## src/rtl/ram_arb_pkg.sv

```systemverilog
// ram_arb_pkg: shared types and constants for the RAM port arbiter.
//   arb_state_t  - access FSM states (IDLE -> ACCESS -> DONE -> IDLE)
//   MAX_REQ      - largest supported requester count
//   grant_bits() - width of a requester index for a given requester count
package ram_arb_pkg;

  typedef enum logic [1:0] {
    IDLE   = 2'd0,
    ACCESS = 2'd1,
    DONE   = 2'd2
  } arb_state_t;

  localparam int MAX_REQ = 8;

  // Index width for num_req requesters; never narrower than one bit.
  function automatic int grant_bits(input int num_req);
    return (num_req > 1) ? $clog2(num_req) : 1;
  endfunction

endpackage

```

## src/rtl/ram_arb_pick.sv

```systemverilog
// ram_arb_pick: combinational winner selection for the RAM port arbiter.
// Build option: RAM_ARB_FIXED_PRIO_EN selects fixed priority (lowest index
// wins, ptr ignored); otherwise round-robin starting after ptr.
// Ports:
//   req   in  NUM_REQ     request vector
//   ptr   in  GRANT_BITS  index of the most recently served requester
//   grant out NUM_REQ     one-hot winner (all zero when no request)
//   valid out 1           at least one request present
module ram_arb_pick
  import ram_arb_pkg::*;
#(
  parameter int NUM_REQ    = 3,
  parameter int GRANT_BITS = grant_bits(NUM_REQ)
) (
  input  logic [NUM_REQ-1:0]    req,
  input  logic [GRANT_BITS-1:0] ptr,
  output logic [NUM_REQ-1:0]    grant,
  output logic                  valid
);

  assign valid = |req;

`ifdef RAM_ARB_FIXED_PRIO_EN

  // Isolate the lowest set bit.
  assign grant = req & (~req + NUM_REQ'(1));

  logic unused_ptr;
  assign unused_ptr = ^ptr;

`else

  // Distance of requester j from the search start (ptr+1); 0 is served first.
  function automatic int rr_dist(input int j, input logic [GRANT_BITS-1:0] p);
    return (j + 2 * NUM_REQ - int'(p) - 1) % NUM_REQ;
  endfunction

  always_comb begin
    int best;
    // NOTE: every combinational output gets a default before any branch,
    // otherwise unassigned paths infer latches.
    best  = NUM_REQ;
    grant = '0;
    for (int j = 0; j < NUM_REQ; j++) begin
      if (req[j] && rr_dist(j, ptr) < best) best = rr_dist(j, ptr);
    end
    for (int j = 0; j < NUM_REQ; j++) begin
      grant[j] = req[j] && (rr_dist(j, ptr) == best);
    end
  end

`endif

endmodule

```

## src/rtl/ram_port_arbiter.sv

```systemverilog
// ram_port_arbiter: shares one RAM port between NUM_REQ requesters with a
// req/ack handshake. Each access takes IDLE (pick) -> ACCESS (drive RAM) ->
// DONE (ack + read data), hiding the RAM's 1-cycle registered read latency.
// Build option: RAM_ARB_FIXED_PRIO_EN selects fixed priority and removes the
// round-robin pointer; default is round-robin.
// Ports:
//   in_clk, in_rst            clock, async active-high reset
//   in_req/in_write           per-requester request level and direction
//   in_addr/in_data           packed per-requester address / write data
//   out_ack                   one-hot completion strobe (DONE cycle)
//   out_data/out_err          read data and out-of-range flag, valid with ack
//   out_ram_*                 RAM port controls, in_ram_data RAM read data
module ram_port_arbiter
  import ram_arb_pkg::*;
#(
  parameter int ADDR_BITS = 3,
  parameter int WORD_BITS = 8,
  parameter int NUM_WORDS = 2 ** ADDR_BITS,
  parameter int NUM_REQ   = 3
) (
  input  logic                           in_clk,
  input  logic                           in_rst,
  input  logic [NUM_REQ-1:0]             in_req,
  input  logic [NUM_REQ-1:0]             in_write,
  input  logic [NUM_REQ*ADDR_BITS-1:0]   in_addr,
  input  logic [NUM_REQ*WORD_BITS-1:0]   in_data,
  output logic [NUM_REQ-1:0]             out_ack,
  output logic [WORD_BITS-1:0]           out_data,
  output logic                           out_err,
  output logic                           out_ram_read_ena,
  output logic                           out_ram_write_ena,
  output logic [ADDR_BITS-1:0]           out_ram_addr,
  output logic [WORD_BITS-1:0]           out_ram_data,
  input  logic [WORD_BITS-1:0]           in_ram_data
);

  localparam int GRANT_BITS = grant_bits(NUM_REQ);

  arb_state_t              state, state_nxt;
  logic [GRANT_BITS-1:0]   grant_q;
  logic                    lat_write;
  logic [ADDR_BITS-1:0]    lat_addr;
  logic [WORD_BITS-1:0]    lat_data;
  logic                    addr_oor;

  logic [NUM_REQ-1:0]      pick_onehot;
  logic                    pick_valid;
  logic [GRANT_BITS-1:0]   pick_idx;
  logic                    sel_write;
  logic [ADDR_BITS-1:0]    sel_addr;
  logic [WORD_BITS-1:0]    sel_data;
  logic [GRANT_BITS-1:0]   ptr;

`ifdef RAM_ARB_FIXED_PRIO_EN
  assign ptr = '0;
`else
  logic [GRANT_BITS-1:0]   rr_ptr_q;

  // Pointer starts at the last requester so requester 0 wins first.
  always_ff @(posedge in_clk or posedge in_rst) begin
    if (in_rst) rr_ptr_q <= GRANT_BITS'(NUM_REQ - 1);
    else if (state == DONE) rr_ptr_q <= grant_q;
  end

  assign ptr = rr_ptr_q;
`endif

  ram_arb_pick #(
    .NUM_REQ    (NUM_REQ),
    .GRANT_BITS (GRANT_BITS)
  ) u_pick (
    .req   (in_req),
    .ptr   (ptr),
    .grant (pick_onehot),
    .valid (pick_valid)
  );

  // One-hot winner to index, and mux out the winner's transaction.
  always_comb begin
    pick_idx  = '0;
    sel_write = 1'b0;
    sel_addr  = '0;
    sel_data  = '0;
    for (int i = 0; i < NUM_REQ; i++) begin
      if (pick_onehot[i]) begin
        pick_idx  = GRANT_BITS'(i);
        sel_write = in_write[i];
        sel_addr  = in_addr[i*ADDR_BITS +: ADDR_BITS];
        sel_data  = in_data[i*WORD_BITS +: WORD_BITS];
      end
    end
  end

  // The transaction is latched on grant, so a requester dropping req early
  // cannot disturb the access already in flight.
  always_ff @(posedge in_clk or posedge in_rst) begin
    if (in_rst) begin
      // NOTE: sequential state uses non-blocking assignments so every
      // register samples pre-edge values regardless of statement order.
      state     <= IDLE;
      grant_q   <= '0;
      lat_write <= 1'b0;
      lat_addr  <= '0;
      lat_data  <= '0;
    end else begin
      state <= state_nxt;
      if (state == IDLE && pick_valid) begin
        grant_q   <= pick_idx;
        lat_write <= sel_write;
        lat_addr  <= sel_addr;
        lat_data  <= sel_data;
      end
    end
  end

  // lat_addr is frozen from ACCESS through DONE, so the range flag derived
  // from it is stable for both the enable gating and the reported error.
  assign addr_oor = int'(lat_addr) >= NUM_WORDS;

  // RAM pins hold their last value outside ACCESS.
  assign out_ram_addr = lat_addr;
  assign out_ram_data = lat_data;

  always_comb begin
    state_nxt         = state;
    out_ack           = '0;
    out_data          = '0;
    out_err           = 1'b0;
    out_ram_read_ena  = 1'b0;
    out_ram_write_ena = 1'b0;
    unique case (state)
      IDLE: begin
        if (pick_valid) state_nxt = ACCESS;
      end
      ACCESS: begin
        if (!addr_oor) begin
          out_ram_read_ena  = !lat_write;
          out_ram_write_ena = lat_write;
        end
        state_nxt = DONE;
      end
      DONE: begin
        out_ack[grant_q] = 1'b1;
        out_err          = addr_oor;
        // RAM read data registered at the end of ACCESS is valid now.
        if (!lat_write && !addr_oor) out_data = in_ram_data;
        state_nxt = IDLE;
      end
      default: state_nxt = IDLE;
    endcase
  end

endmodule
```

## config.mk

```make
export PLATFORM = sky130hd
export DESIGN_NAME = ram_port_arbiter
export DESIGN_NICKNAME = d
export VERILOG_FILES = /design/src/rtl/ram_arb_pkg.sv /design/src/rtl/ram_arb_pick.sv /design/src/rtl/ram_port_arbiter.sv
export SDC_FILE = /design/constraint.sdc
export NUM_CORES = 1
export LEC_CHECK = 0
export BUFFER_PORTS_ARGS = -buffer_cell sky130_fd_sc_hd__buf_2
export CORE_AREA = 2 2 95 97
export CTS_BUF_LIST = sky130_fd_sc_hd__clkbuf_4
export DETAILED_ROUTE_END_ITERATION = 10
export DIE_AREA = 0 0 97 99
export PLACE_DENSITY = 0.9
export SLEW_MARGIN = 0
export SYNTH_ARGS = -nofsm -noshare
export SYNTH_HDL_FRONTEND = slang
export SYNTH_SLANG_ARGS = --single-unit
```

## constraint.sdc

```tcl
create_clock -name in_clk -period 10.6 [get_ports in_clk]
set_input_delay 2.12 -clock in_clk [delete_from_list [all_inputs] [get_ports in_clk]]
set_output_delay 2.12 -clock in_clk [all_outputs]
set_load 0.01 [all_outputs]
```

==> flow_summary.toml <==
[grt]
antenna_found_initial = 0
grt.total_usage = 0.282
grt_pass1_wl_mm = 23.6
grt_max_degree = 73
grt_overflow = 0
first_global_vias = 5208

[drt]
drc = 0
drt_iter0_drc = 382
dr_total_vias = 5583
wirelength_mm = 14.3
ant_nets = 0
dr.pass1.iters = 6
detail_route.wl_per_cell_um = 16.6
route.detailed.vias_per_inst = 6.48

[timing]
worst_pin_slew_ns = 0.801
finalMaxSlewViolations = 0
setup_viol = 0
fin_crit_sh = 0.939
rsz0062_at_grt = "no"
fin_skew_ns = 0.0139
report.final.hold_viol_count = 0
fmax_mhz = 100
max_slew_margin = 0.461
min_period_ns = 9.95

[flow_run]
maxCapViolCount = 0

[synthesis]
synth_nets = 839
ys_ff_latch = 18
ys_seq_area_frac = 0.0877
ys_types = 80
synth_edf_count = 0
yosysWarnings = 0
synthArstFlopShare = 1.00
synth_ff_type = "dfrtp_1"
syn-instance-count = 711
avgSynthCellArea_um2 = 7.24
synth_area_um2 = 5150

[cts]
clock-sinks = 18
htreeDepth = 1
root_buffer = "clkbuf_4"
clock_latency_ns = 0.30
numCtsBuffers = 3
cts_tree = "yes"
hold_buffers = 0
clk_path_buf_depth = 2
path_clk_slew_ns = 0.11

[floorplan]
die_h_um = 99
core_area_um2 = 8550
initial_core_util = 0.602
die_w_um = 97
fp.dieArea_um2 = 9600
pin_count = 74
rows = 34

[layout]
drive_above_1_share = 0.179
multiInputGateArea_um2 = 4310
stdcell_area_um2 = 5630
fin_util = 0.658
syn_to_final_growth_pct = 9.36
ff_latch_area_um2 = 453
fillerInstances = 733
diodes = 0
final_nets = 883

[critical_path]
critPathArrivalTime_ns = 10.15
critical_path.startpoint = "ptr[1]"
endpoint_kind = "flip-flop"
cp_slowest_stage_delay_ns = 0.60
path_max_fanout = 17
worst_path_max_delay_cell = "dfstp_2"
cp_top_family = "compound AO/OA/AOI/OAI gates"
critPathBufInv = 7
start_kind = "flip-flop"
crit_top_cell = "ha_1"
required_ns = 10.80
timing.rr.start = "ptr[1]"
crit_type = "reg -> reg"

[outcome]
status = "finished, final reports clean"

[worst_hold_path]
hold_class = "reg -> reg"
hold_path_startpoint = "state[1]"

[placed_design]
placed_area_um2 = 5500
dp_hpwl_mm = 10.8
place_congestion = 1.04
io_buffers = 72
-- synthesized netlist by cell type, types with 5 or more instances --
cell type	n	area, um2
a211oi_1	7	52.6
a21boi_0	6	45.0
a21o_1	16	120
a21oi_1	48	240
a31oi_1	7	43.8
and2_1	13	81.3
buf_2	9	45.0
clkbuf_1	31	116
dfrtp_1	17	425
ha_1	79	988
inv_1	65	244
mux2_2	7	78.8
mux2i_1	10	100
nand2_1	67	251
nand2b_1	8	50.1
nand3_1	34	170
nand3b_1	14	105
nand4_1	12	75.1
nor2_1	46	173
nor2b_1	6	37.5
nor3_1	21	105
o2111ai_1	5	43.8
o211ai_1	9	67.6
o21ai_0	30	150
o311ai_2	10	163
o31ai_1	17	128
or3_1	10	62.6
xnor2_1	18	158
-- metal layers --
layer	track usage	part of all wire	up-vias
li1	-	-	2691
met1	0.369	0.41	2609
met2	0.489	0.50	243
met3	0.0326	0.067	40
met4	0.0856	0.020	0
met5	0	0	-
-- layout make-up --
class | count | share of cell area
well taps | 108 | 0.0240
flip-flops and latches | 18 | 0.0805
repair buffers | 86 | 0.0827
inverters | 65 | 0.0433
clock buffers | 3 | 0.00400
clock inverters | 1 | 0.000667
multi-input cells | 581 | 0.765
-- logic make-up after synthesis --
kind of cell | share of synthesized area
AO/OA/AOI/OAI | 0.299
multiplexers | 0.0374
AND/OR/NAND/NOR | 0.255
flip-flops | 0.0878
adder cells (fa/ha/maj) | 0.192
XOR/XNOR | 0.0389
buffers and inverters | 0.0897
other | 0.000729
-- metrics by stage --
step                TNS (ns)  setup WS, ns  hold WS, ns  std cells
floorplan                  0          1.05        0.435        711
global placement           0         0.412        0.465        854
detailed placement    -0.146       -0.0692        0.467        854
CTS                        0         0.183        0.483        858
global route               0        0.0183        0.516        862
finish                     0         0.647        0.490        862
-- flip-flops by register name (all words and copies together), names as in the netlist --
signal,cells
out_ram_data,8
lat_write,1
out_ram_addr,3
grant_q,2
ptr,2
state,2
-- placed cells by master (no fill, tap or decap), types with 4 or more instances in the layout --
cell type / count
ha_1: 76
buf_2: 72
nand2_1: 67
inv_1: 65
a21oi_1: 48
nor2_1: 46
nand3_1: 34
o21ai_0: 30
nor3_1: 21
xnor2_1: 18
o31ai_1: 17
a21o_1: 16
dfrtp_1: 16
nand3b_1: 14
buf_4: 14
and2_1: 13
nand4_1: 12
or3_1: 10
mux2i_1: 10
o311ai_2: 10
o211ai_1: 9
nand2b_1: 8
mux2_2: 7
a211oi_1: 7
a31oi_1: 7
nor2b_1: 6
a21boi_0: 5
o2111ai_1: 4
o22ai_1: 4
-- final timing paths --
kind,slack (ns),cells after the start,to
min in group asynchronous,1.91,2,out_ram_data[2]
worst max register to register,0.65,41,out_ram_addr[2]
worst max-delay path,0.65,41,out_ram_addr[2]
max in group asynchronous,8.20,2,ptr[0]
worst min register to register,0.49,1,state[1]
worst min-delay path,0.49,1,state[1]
-- repair_timing --
action	in CTS	in global routing
buffers inserted	0	4
resized for setup	2	13
endpoints found under the setup margin	12	13
Power is not shown: default switching activity piles up to over one toggle a cycle in this logic, so the estimate is an artifact.
